**src/rtl/mul_div_unit.sv**
```systemverilog
// Iterative signed multiply / divide unit.
// Multiply uses radix-2 Booth recoding, one multiplier bit per clock.
// Divide uses restoring division on operand magnitudes, one quotient bit per
// clock, followed by a sign-fix cycle. The result register D is loaded only
// on entry to DONE and holds until the next entry to DONE.
module mul_div_unit #(
    parameter int DATA_WIDTH = 32
) (
    input  logic                    clock,
    input  logic                    clear,
    input  logic                    start,
    input  logic                    op,
    input  logic [DATA_WIDTH-1:0]   A,
    input  logic [DATA_WIDTH-1:0]   B,
    output logic                    busy,
    output logic                    done,
    output logic                    div_by_zero,
    output logic [2*DATA_WIDTH-1:0] D
);

    localparam int W  = DATA_WIDTH;
    localparam int CW = $clog2(W + 1);
    localparam logic [CW-1:0] CNT_LAST = CW'(W);

    localparam logic [1:0] S_IDLE = 2'd0;
    localparam logic [1:0] S_CALC = 2'd1;
    localparam logic [1:0] S_SIGN = 2'd2;
    localparam logic [1:0] S_DONE = 2'd3;

    logic [1:0]     state_q, state_d;
    logic [W-1:0]   a_q, a_d;         // latched A (multiplicand / dividend)
    logic [W-1:0]   b_q, b_d;         // latched B (multiplier / divisor)
    logic           op_q, op_d;
    logic           dbz_q, dbz_d;
    logic [W:0]     acc_q, acc_d;     // Booth accumulator / partial remainder
    logic [W-1:0]   lo_q, lo_d;       // Booth multiplier / dividend-quotient
    logic           bit_q, bit_d;     // Booth q(-1) bit
    logic [CW-1:0]  cnt_q, cnt_d;
    logic [2*W-1:0] d_q, d_d;

    // Datapath helpers
    logic [W-1:0] a_in_abs;
    logic [W-1:0] b_abs;
    logic [W:0]   mcand;
    logic [W:0]   booth_sum;
    logic [W:0]   div_shift;
    logic [W:0]   div_trial;
    logic [W-1:0] rem_mag;
    logic [W-1:0] quo_fix;
    logic [W-1:0] rem_fix;

    assign a_in_abs  = A[W-1] ? -A : A;
    assign b_abs     = b_q[W-1] ? -b_q : b_q;
    assign mcand     = {a_q[W-1], a_q};
    assign div_shift = {acc_q[W-1:0], lo_q[W-1]};
    assign div_trial = div_shift - {1'b0, b_abs};
    assign rem_mag   = acc_q[W-1:0];
    assign quo_fix   = (a_q[W-1] ^ b_q[W-1]) ? -lo_q : lo_q;
    assign rem_fix   = a_q[W-1] ? -rem_mag : rem_mag;

    // Booth add/subtract selected by the current multiplier bit pair
    always_comb begin
        booth_sum = acc_q;
        unique case ({lo_q[0], bit_q})
            2'b01:   booth_sum = acc_q + mcand;
            2'b10:   booth_sum = acc_q - mcand;
            default: booth_sum = acc_q;
        endcase
    end

    // Next-state logic for the FSM and all datapath registers
    always_comb begin
        // NOTE: every _d defaults to its _q so no path leaves a value unassigned and infers a latch.
        state_d = state_q;
        a_d     = a_q;
        b_d     = b_q;
        op_d    = op_q;
        dbz_d   = dbz_q;
        acc_d   = acc_q;
        lo_d    = lo_q;
        bit_d   = bit_q;
        cnt_d   = cnt_q;
        d_d     = d_q;

        unique case (state_q)
            S_IDLE: begin
                if (start) begin
                    a_d   = A;
                    b_d   = B;
                    op_d  = op;
                    dbz_d = op && (B == '0);
                    acc_d = '0;
                    bit_d = 1'b0;
                    cnt_d = '0;
                    lo_d  = op ? a_in_abs : B;
                    // Divide by zero skips the iteration and goes straight to the result cycle
                    state_d = (op && (B == '0)) ? S_SIGN : S_CALC;
                end
            end
            S_CALC: begin
                if (cnt_q == CNT_LAST) begin
                    state_d = S_SIGN;
                end else begin
                    cnt_d = cnt_q + CW'(1);
                    if (!op_q) begin
                        // Arithmetic shift right of {acc, lo, bit}
                        acc_d = {booth_sum[W], booth_sum[W:1]};
                        lo_d  = {booth_sum[0], lo_q[W-1:1]};
                        bit_d = lo_q[0];
                    end else if (div_trial[W]) begin
                        // Trial subtraction went negative: restore
                        acc_d = div_shift;
                        lo_d  = {lo_q[W-2:0], 1'b0};
                    end else begin
                        acc_d = div_trial;
                        lo_d  = {lo_q[W-2:0], 1'b1};
                    end
                end
            end
            S_SIGN: begin
                if (dbz_q) begin
                    d_d = {a_q, {W{1'b1}}};
                end else if (op_q) begin
                    d_d = {rem_fix, quo_fix};
                end else begin
                    d_d = {acc_q[W-1:0], lo_q};
                end
                state_d = S_DONE;
            end
            default: begin
                state_d = S_IDLE;
            end
        endcase
    end

    // State registers with asynchronous active-low clear
    always_ff @(posedge clock or negedge clear) begin
        if (!clear) begin
            state_q <= S_IDLE;
            a_q     <= '0;
            b_q     <= '0;
            op_q    <= 1'b0;
            dbz_q   <= 1'b0;
            acc_q   <= '0;
            lo_q    <= '0;
            bit_q   <= 1'b0;
            cnt_q   <= '0;
            d_q     <= '0;
        end else begin
            // NOTE: non-blocking assignments so every register samples pre-edge values.
            state_q <= state_d;
            a_q     <= a_d;
            b_q     <= b_d;
            op_q    <= op_d;
            dbz_q   <= dbz_d;
            acc_q   <= acc_d;
            lo_q    <= lo_d;
            bit_q   <= bit_d;
            cnt_q   <= cnt_d;
            d_q     <= d_d;
        end
    end

    assign busy        = (state_q != S_IDLE);
    assign done        = (state_q == S_DONE);
    assign div_by_zero = (state_q == S_DONE) && dbz_q;
    assign D           = d_q;

endmodule

```
**config.mk**
```make
export PLATFORM = sky130hd
export DESIGN_NAME = mul_div_unit
export DESIGN_NICKNAME = d
export VERILOG_FILES = /design/src/rtl/mul_div_unit.sv
export SDC_FILE = /design/constraint.sdc
export NUM_CORES = 1
export LEC_CHECK = 0
export BUFFER_PORTS_ARGS = -buffer_cell sky130_fd_sc_hd__clkbuf_2
export CORE_MARGIN = 3
export CORE_UTILIZATION = 35
export DETAILED_ROUTE_END_ITERATION = 10
export HOLD_SLACK_MARGIN = 0.08
export PLACE_DENSITY = 0.57
export SYNTH_ARGS = -nofsm -noshare
export SYNTH_HDL_FRONTEND = slang
export SYNTH_SLANG_ARGS = --single-unit
```
**constraint.sdc**
```tcl
create_clock -name clock -period 7.9 [get_ports clock]
set_clock_uncertainty 0.2 [all_clocks]
set_input_delay 0.79 -clock clock [delete_from_list [all_inputs] [get_ports clock]]
set_output_delay 0.79 -clock clock [all_outputs]
set_load 0.02 [all_outputs]
```
== Yosys cells after proc, flatten, opt, wreduce, memory -nomap -nowiden ==
Cells that the tools add are included.

* Add/sub/neg operators: 8
* Equal/unequal tests: 10
* Muxes and demuxes: 29
* Bitwise operators: 1
* Reduce and logical (&&, ||, !) cells: 10

{| class="wikitable"
|+ Operator list
! cell !! number
|-
| $mux W32 || 8
|-
| $mux W33 || 4
|-
| $pmux W33 S2 || 2
|-
| $mux W64 || 2
|-
| $neg A32 Y32 || 4
|-
| $pmux W32 S2 || 1
|-
| $add A33 B33 Y33 || 1
|-
| $sub A33 B32 Y33 || 1
|-
| $sub A33 B33 Y33 || 1
|-
| $logic_not A32 Y1 || 1
|-
| $mux W6 || 2
|-
| $pmux W6 S2 || 1
|-
| $ne A2 B2 Y1 const B || 4
|-
| $add A6 B1 Y6 const B || 1
|-
| $eq A2 B2 Y1 const B || 3
|-
| $eq A6 B6 Y1 const B || 1
|-
| $mux W2 || 3
|-
| $pmux W2 S3 || 1
|-
| $eq A2 B1 Y1 const B || 2
|-
| $mux W1 || 4
|-
| $reduce_and A2 Y1 || 2
|-
| $reduce_and A4 Y1 || 1
|-
| $reduce_bool A2 Y1 || 2
|-
| $reduce_and A3 Y1 || 1
|-
| 4 further kinds || 5
|}

* Register bits: 204
* Input port bits: 68
* Output and inout port bits: 67
* Logic and storage cells: 68

== Longest topological paths before layout ==
* Depth in word-level cells: 7
* Depth in mapped cells: 27

== Worst setup path before layout ==
No wires, ideal clock.

* Path type: register to register
* Start point: register b_q[3]
* End point: register acc_q[25]
* Setup time: 95 ps
* Data arrival time: 6025 ps
* Data required time: 7605 ps
* Slack: 1579 ps
* Cell stages (with the launch flop): 27
* Cell sequence: dfrtp_1 > or3_4 > or3_4 > nor3_2 > nand3_1 > or4_4 > or4_4 > or2_2 > o21ai_2 > xor2_1 > ha_1 > and3_1 > and2_1 > nand2_1 > a211oi_1 > a211o_1 > a21oi_1 > nor2_1 > o211ai_1 > nand2_1 > ha_1 > clkbuf_1 > clkbuf_1 > nor2_1 > a221oi_1 > o21ai_0 > o31ai_1

* Word-level cells in the longest chain between the ends: 7

{| class="wikitable"
|+ RTL lines
! what !! RTL line !! text
|-
| start, declared || 32 || <nowiki>logic [W-1:0] b_q, b_d;</nowiki>
|-
| start signal, assigned || 141 || <nowiki>b_q <= '0;</nowiki>
|-
| start signal, assigned || 153 || <nowiki>b_q <= b_d;</nowiki>
|-
| $neg A32 Y32 || 53 || <nowiki>assign b_abs = b_q[W-1] ? -b_q : b_q;</nowiki>
|-
| $mux W32 (*) || 53 ||
|-
| $sub A33 B32 Y33 (*) || 56 || <nowiki>assign div_trial = div_shift - {1'b0, b_abs};</nowiki>
|-
| $mux W33 (*) || 110 || <nowiki>end else if (div_trial[W]) begin</nowiki>
|-
| $mux W33 (*) || 105 || <nowiki>if (!op_q) begin</nowiki>
|-
| $mux W33 (*) || 101 || <nowiki>if (cnt_q == CNT_LAST) begin</nowiki>
|-
| $pmux W33 S2 (*) || 85 || <nowiki>unique case (state_q)</nowiki>
|-
| end signal, assigned || 144 || <nowiki>acc_q <= '0;</nowiki>
|-
| end signal, assigned || 156 || <nowiki>acc_q <= acc_d;</nowiki>
|-
| end, declared || 35 || <nowiki>logic [W:0] acc_q, acc_d;</nowiki>
|}

Every way passes the cells marked *; elsewhere a longest branch is shown, timed or not. The select of a mux whose other input is x is not followed.
A chain may end at the register's enable or synchronous reset.

== Worst setup path in the final report ==
Same ends and word-level chain as after synthesis.

==> flow_summary.yaml <==
route:
  wire_per_inst_um: 20.5
  num_vias: 14700
  final_antenna_net_count: 0
  route.detailed.drc: 0
  drt-pass1-iter-count: 6
  drtIter0Drc: 1183
  routed_wl_um: 53500
  vias_per_cell: 5.63
setup_path:
  r2r_slack_ns: 1.05
  crit_fanout: 27
  reg2reg_to: "acc_q[25]"
  crit_type: "reg -> reg"
  crit_arrival_ns: 7.11
  crit_path_start_kind: "flip-flop"
  r2r_start: "b_q[3]"
  required_ns: 8.16
  end_kind: "flip-flop"
  r2r_cells: 25
synth:
  syn_area_um2: 16200
  yosysMostFrequentCell: "nand2_1"
  syn_nets: 2089
  avgSynthCellArea_um2: 8.35
  synth_top_cell_area_share_pct: 31.5
  synth-edff-count: 0
  synth_warnings: 0
  synth_ff_type: "dfrtp_1"
  yosysUniqueCellTypes: 73
  ys_seq_elements: 204
  synth_common_cells: "205 x nand2_1, 204 x dfrtp_1, 197 x o21ai_0"
  syn-instance-count: 1941
  synth.area.top_cells: "dfrtp_1 31%, mux2_2 7.2%, xor2_1 6.5%"
  synth_area_leader_cell: "dfrtp_1"
  synthArstFlopShare_pct: 100
  yosysSeqAreaShare_pct: 31.5
timing:
  hold_viol_final: 0
  rsz0062_at_grt: "no"
  max_freq_mhz: 146
  tns_ns: 0
  maxSlewViolCount: 0
  period_needed_ns: 6.85
  relSlewSlack_pct: 15.8
  finalCritPeriodShare_pct: 86.7
  worst_pin_slew_ns: 1.26
  setup_viol: 0
clock_network:
  cts_buffers: 26
  clk_pin_slew_ns: 0.06
  root_buffer: "clkbuf_16"
  cts_max_level: 1
  clk-insertion-delay-late_ns: 0.56
  postCtsSetupBuffers: 0
  cts_tree: "done"
  hold_buffers: 0
  clock_path_buffers: 3
  clock-sinks: 204
  cts_resized: 0
finish:
  synthToLayoutAreaGrowth_pct: 12.5
  nNetsFinal: 2139
  n_antenna_cell: 0
  num-fill-cells: 4577
  drive_gt1_share_pct: 16.2
floorplanning:
  dieArea_um2: 48900
  core_area_um2: 45600
  die_w_um: 221
  die_h_um: 221
  row_count: 78
  start_util_pct: 35.6
  ios: 135
place:
  place_congestion: 0.883
  hpwlAfterDp_um: 41200
  io_buffers: 134
global_routing:
  grt_usage_pct: 21.1
  grt_use_met2_pct: 32.6
  met3_usage_pct: 2.93
  antenna_found_initial: 0
  grt_max_degree: 86
  grt_most_used_layer: "met2"
  grt_pass1_wl_um: 82900
  overflow: 0
  grt_pass1_vias: 14000
  met1_usage_pct: 31.6
hold_path:
  min_path_type: "in -> async"
flow_run:
  drv_cap: 0
run_status:
  status: "finished, final reports clean"
==> cell type report <==
class                           instances  area (um^2)  area share, %
Clock inverter                          9          156          0.858
Sequential cell                       204         5110           28.0
Clock buffer                           39          779           4.27
Tap cell                              600          751           4.12
Inverter                               44          165          0.906
Multi-Input combinational cell       1566        10500           57.5
Timing Repair Buffer                  149          792           4.34
==> layer usage <==
| layer | routed length (um) | share of wire (%) |
|---|---|---|
| met1 | 25900 | 48 |
| met2 | 23400 | 44 |
| met3 | 3280 | 6.1 |
| met4 | 871 | 1.6 |
| met5 | 0 | 0 |
==> worst max-delay path: stages (launching register included) <==
cell and delay (ns):
dfrtp_1 0.41, or3_4 0.41, or3_4 0.35, nor3_2 0.19, nand3_1 0.14, or4_4 0.46
or4_4 0.52, or2_2 0.32, o21ai_2 0.13, xor2_1 0.18, ha_1 0.31, and3_1 0.20
and2_1 0.18, nand2_1 0.07, a211oi_1 0.04, a211o_1 0.35, a21oi_1 0.30, nor2_1 0.07
o211ai_1 0.16, nand2_1 0.10, ha_1 0.49, buf_4 0.41, nor2_1 0.09, a221oi_1 0.27
o21ai_0 0.14, o31ai_1 0.28
==> state kept, by name (all words and copies together) (netlist names) <==
signal / flops
D: 64
a_q: 32
acc_q: 33
b_q: 32
bit_q: 1
cnt_q: 6
dbz_q: 1
lo_q: 32
op_q: 1
state_q: 2
==> metrics by stage <==
step	hold WS [ns]	std cells	util (%)	area (um^2)	setup WS (ns)
2_1_floorplan	0.273	1941	-	16200	1.58
3_3_place_gp	0.291	2563	38.0	17300	1.22
3_5_place_dp	0.298	2563	38.0	17300	1.12
4_1_cts	0.117	2611	40.0	18200	1.08
5_1_grt	0.137	2611	40.0	18200	0.535
6_report	0.0862	2611	40.0	18200	1.05
==> logic make-up (layout without fill, tap and decap cells) <==
group / Yosys count / count (layout) / synth area share [%]
xor+xnor: 196 / 196 / 10.6
fa+ha+maj: 80 / 80 / 6.27
buf+inv: 171 / 241 / 3.97
mux: 148 / 148 / 9.94
flops: 204 / 204 / 31.5
simple gates: 568 / 568 / 16.3
compound gates: 574 / 574 / 21.4
==> cells in the final DEF (no fill, tap or decap), drive strengths merged, types with 16 or more instances in the layout <==
cell and instances:
mux2i 44, o41ai 17, mux2 104, o31ai 39, nor2 165, ha 78, a211oi 22, a21oi 169
nand4 16, o21ai 198, xnor2 76, nor4 23, or4 17, inv 44, a21o 32, nor3 31
dfrtp 204, or3 17, xor2 120, nand2 205, nand3 28, clkbuf 173
==> worst max-delay path by stage <==
stage               slack [ns]  startpoint  cells past startpoint         to
detailed placement        1.12      b_q[3]                     25  acc_q[25]
floorplan                 1.58      b_q[3]                     26  acc_q[25]
global placement          1.22      b_q[3]                     25  acc_q[25]
CTS                       1.08      b_q[3]                     25  acc_q[25]
finish                    1.05      b_q[3]                     25  acc_q[25]
global route              0.53      b_q[3]                     25  acc_q[25]
Power is left out: the tool's default activity adds up to more than one toggle a clock period on the data nets, which glitch-free logic cannot reach.
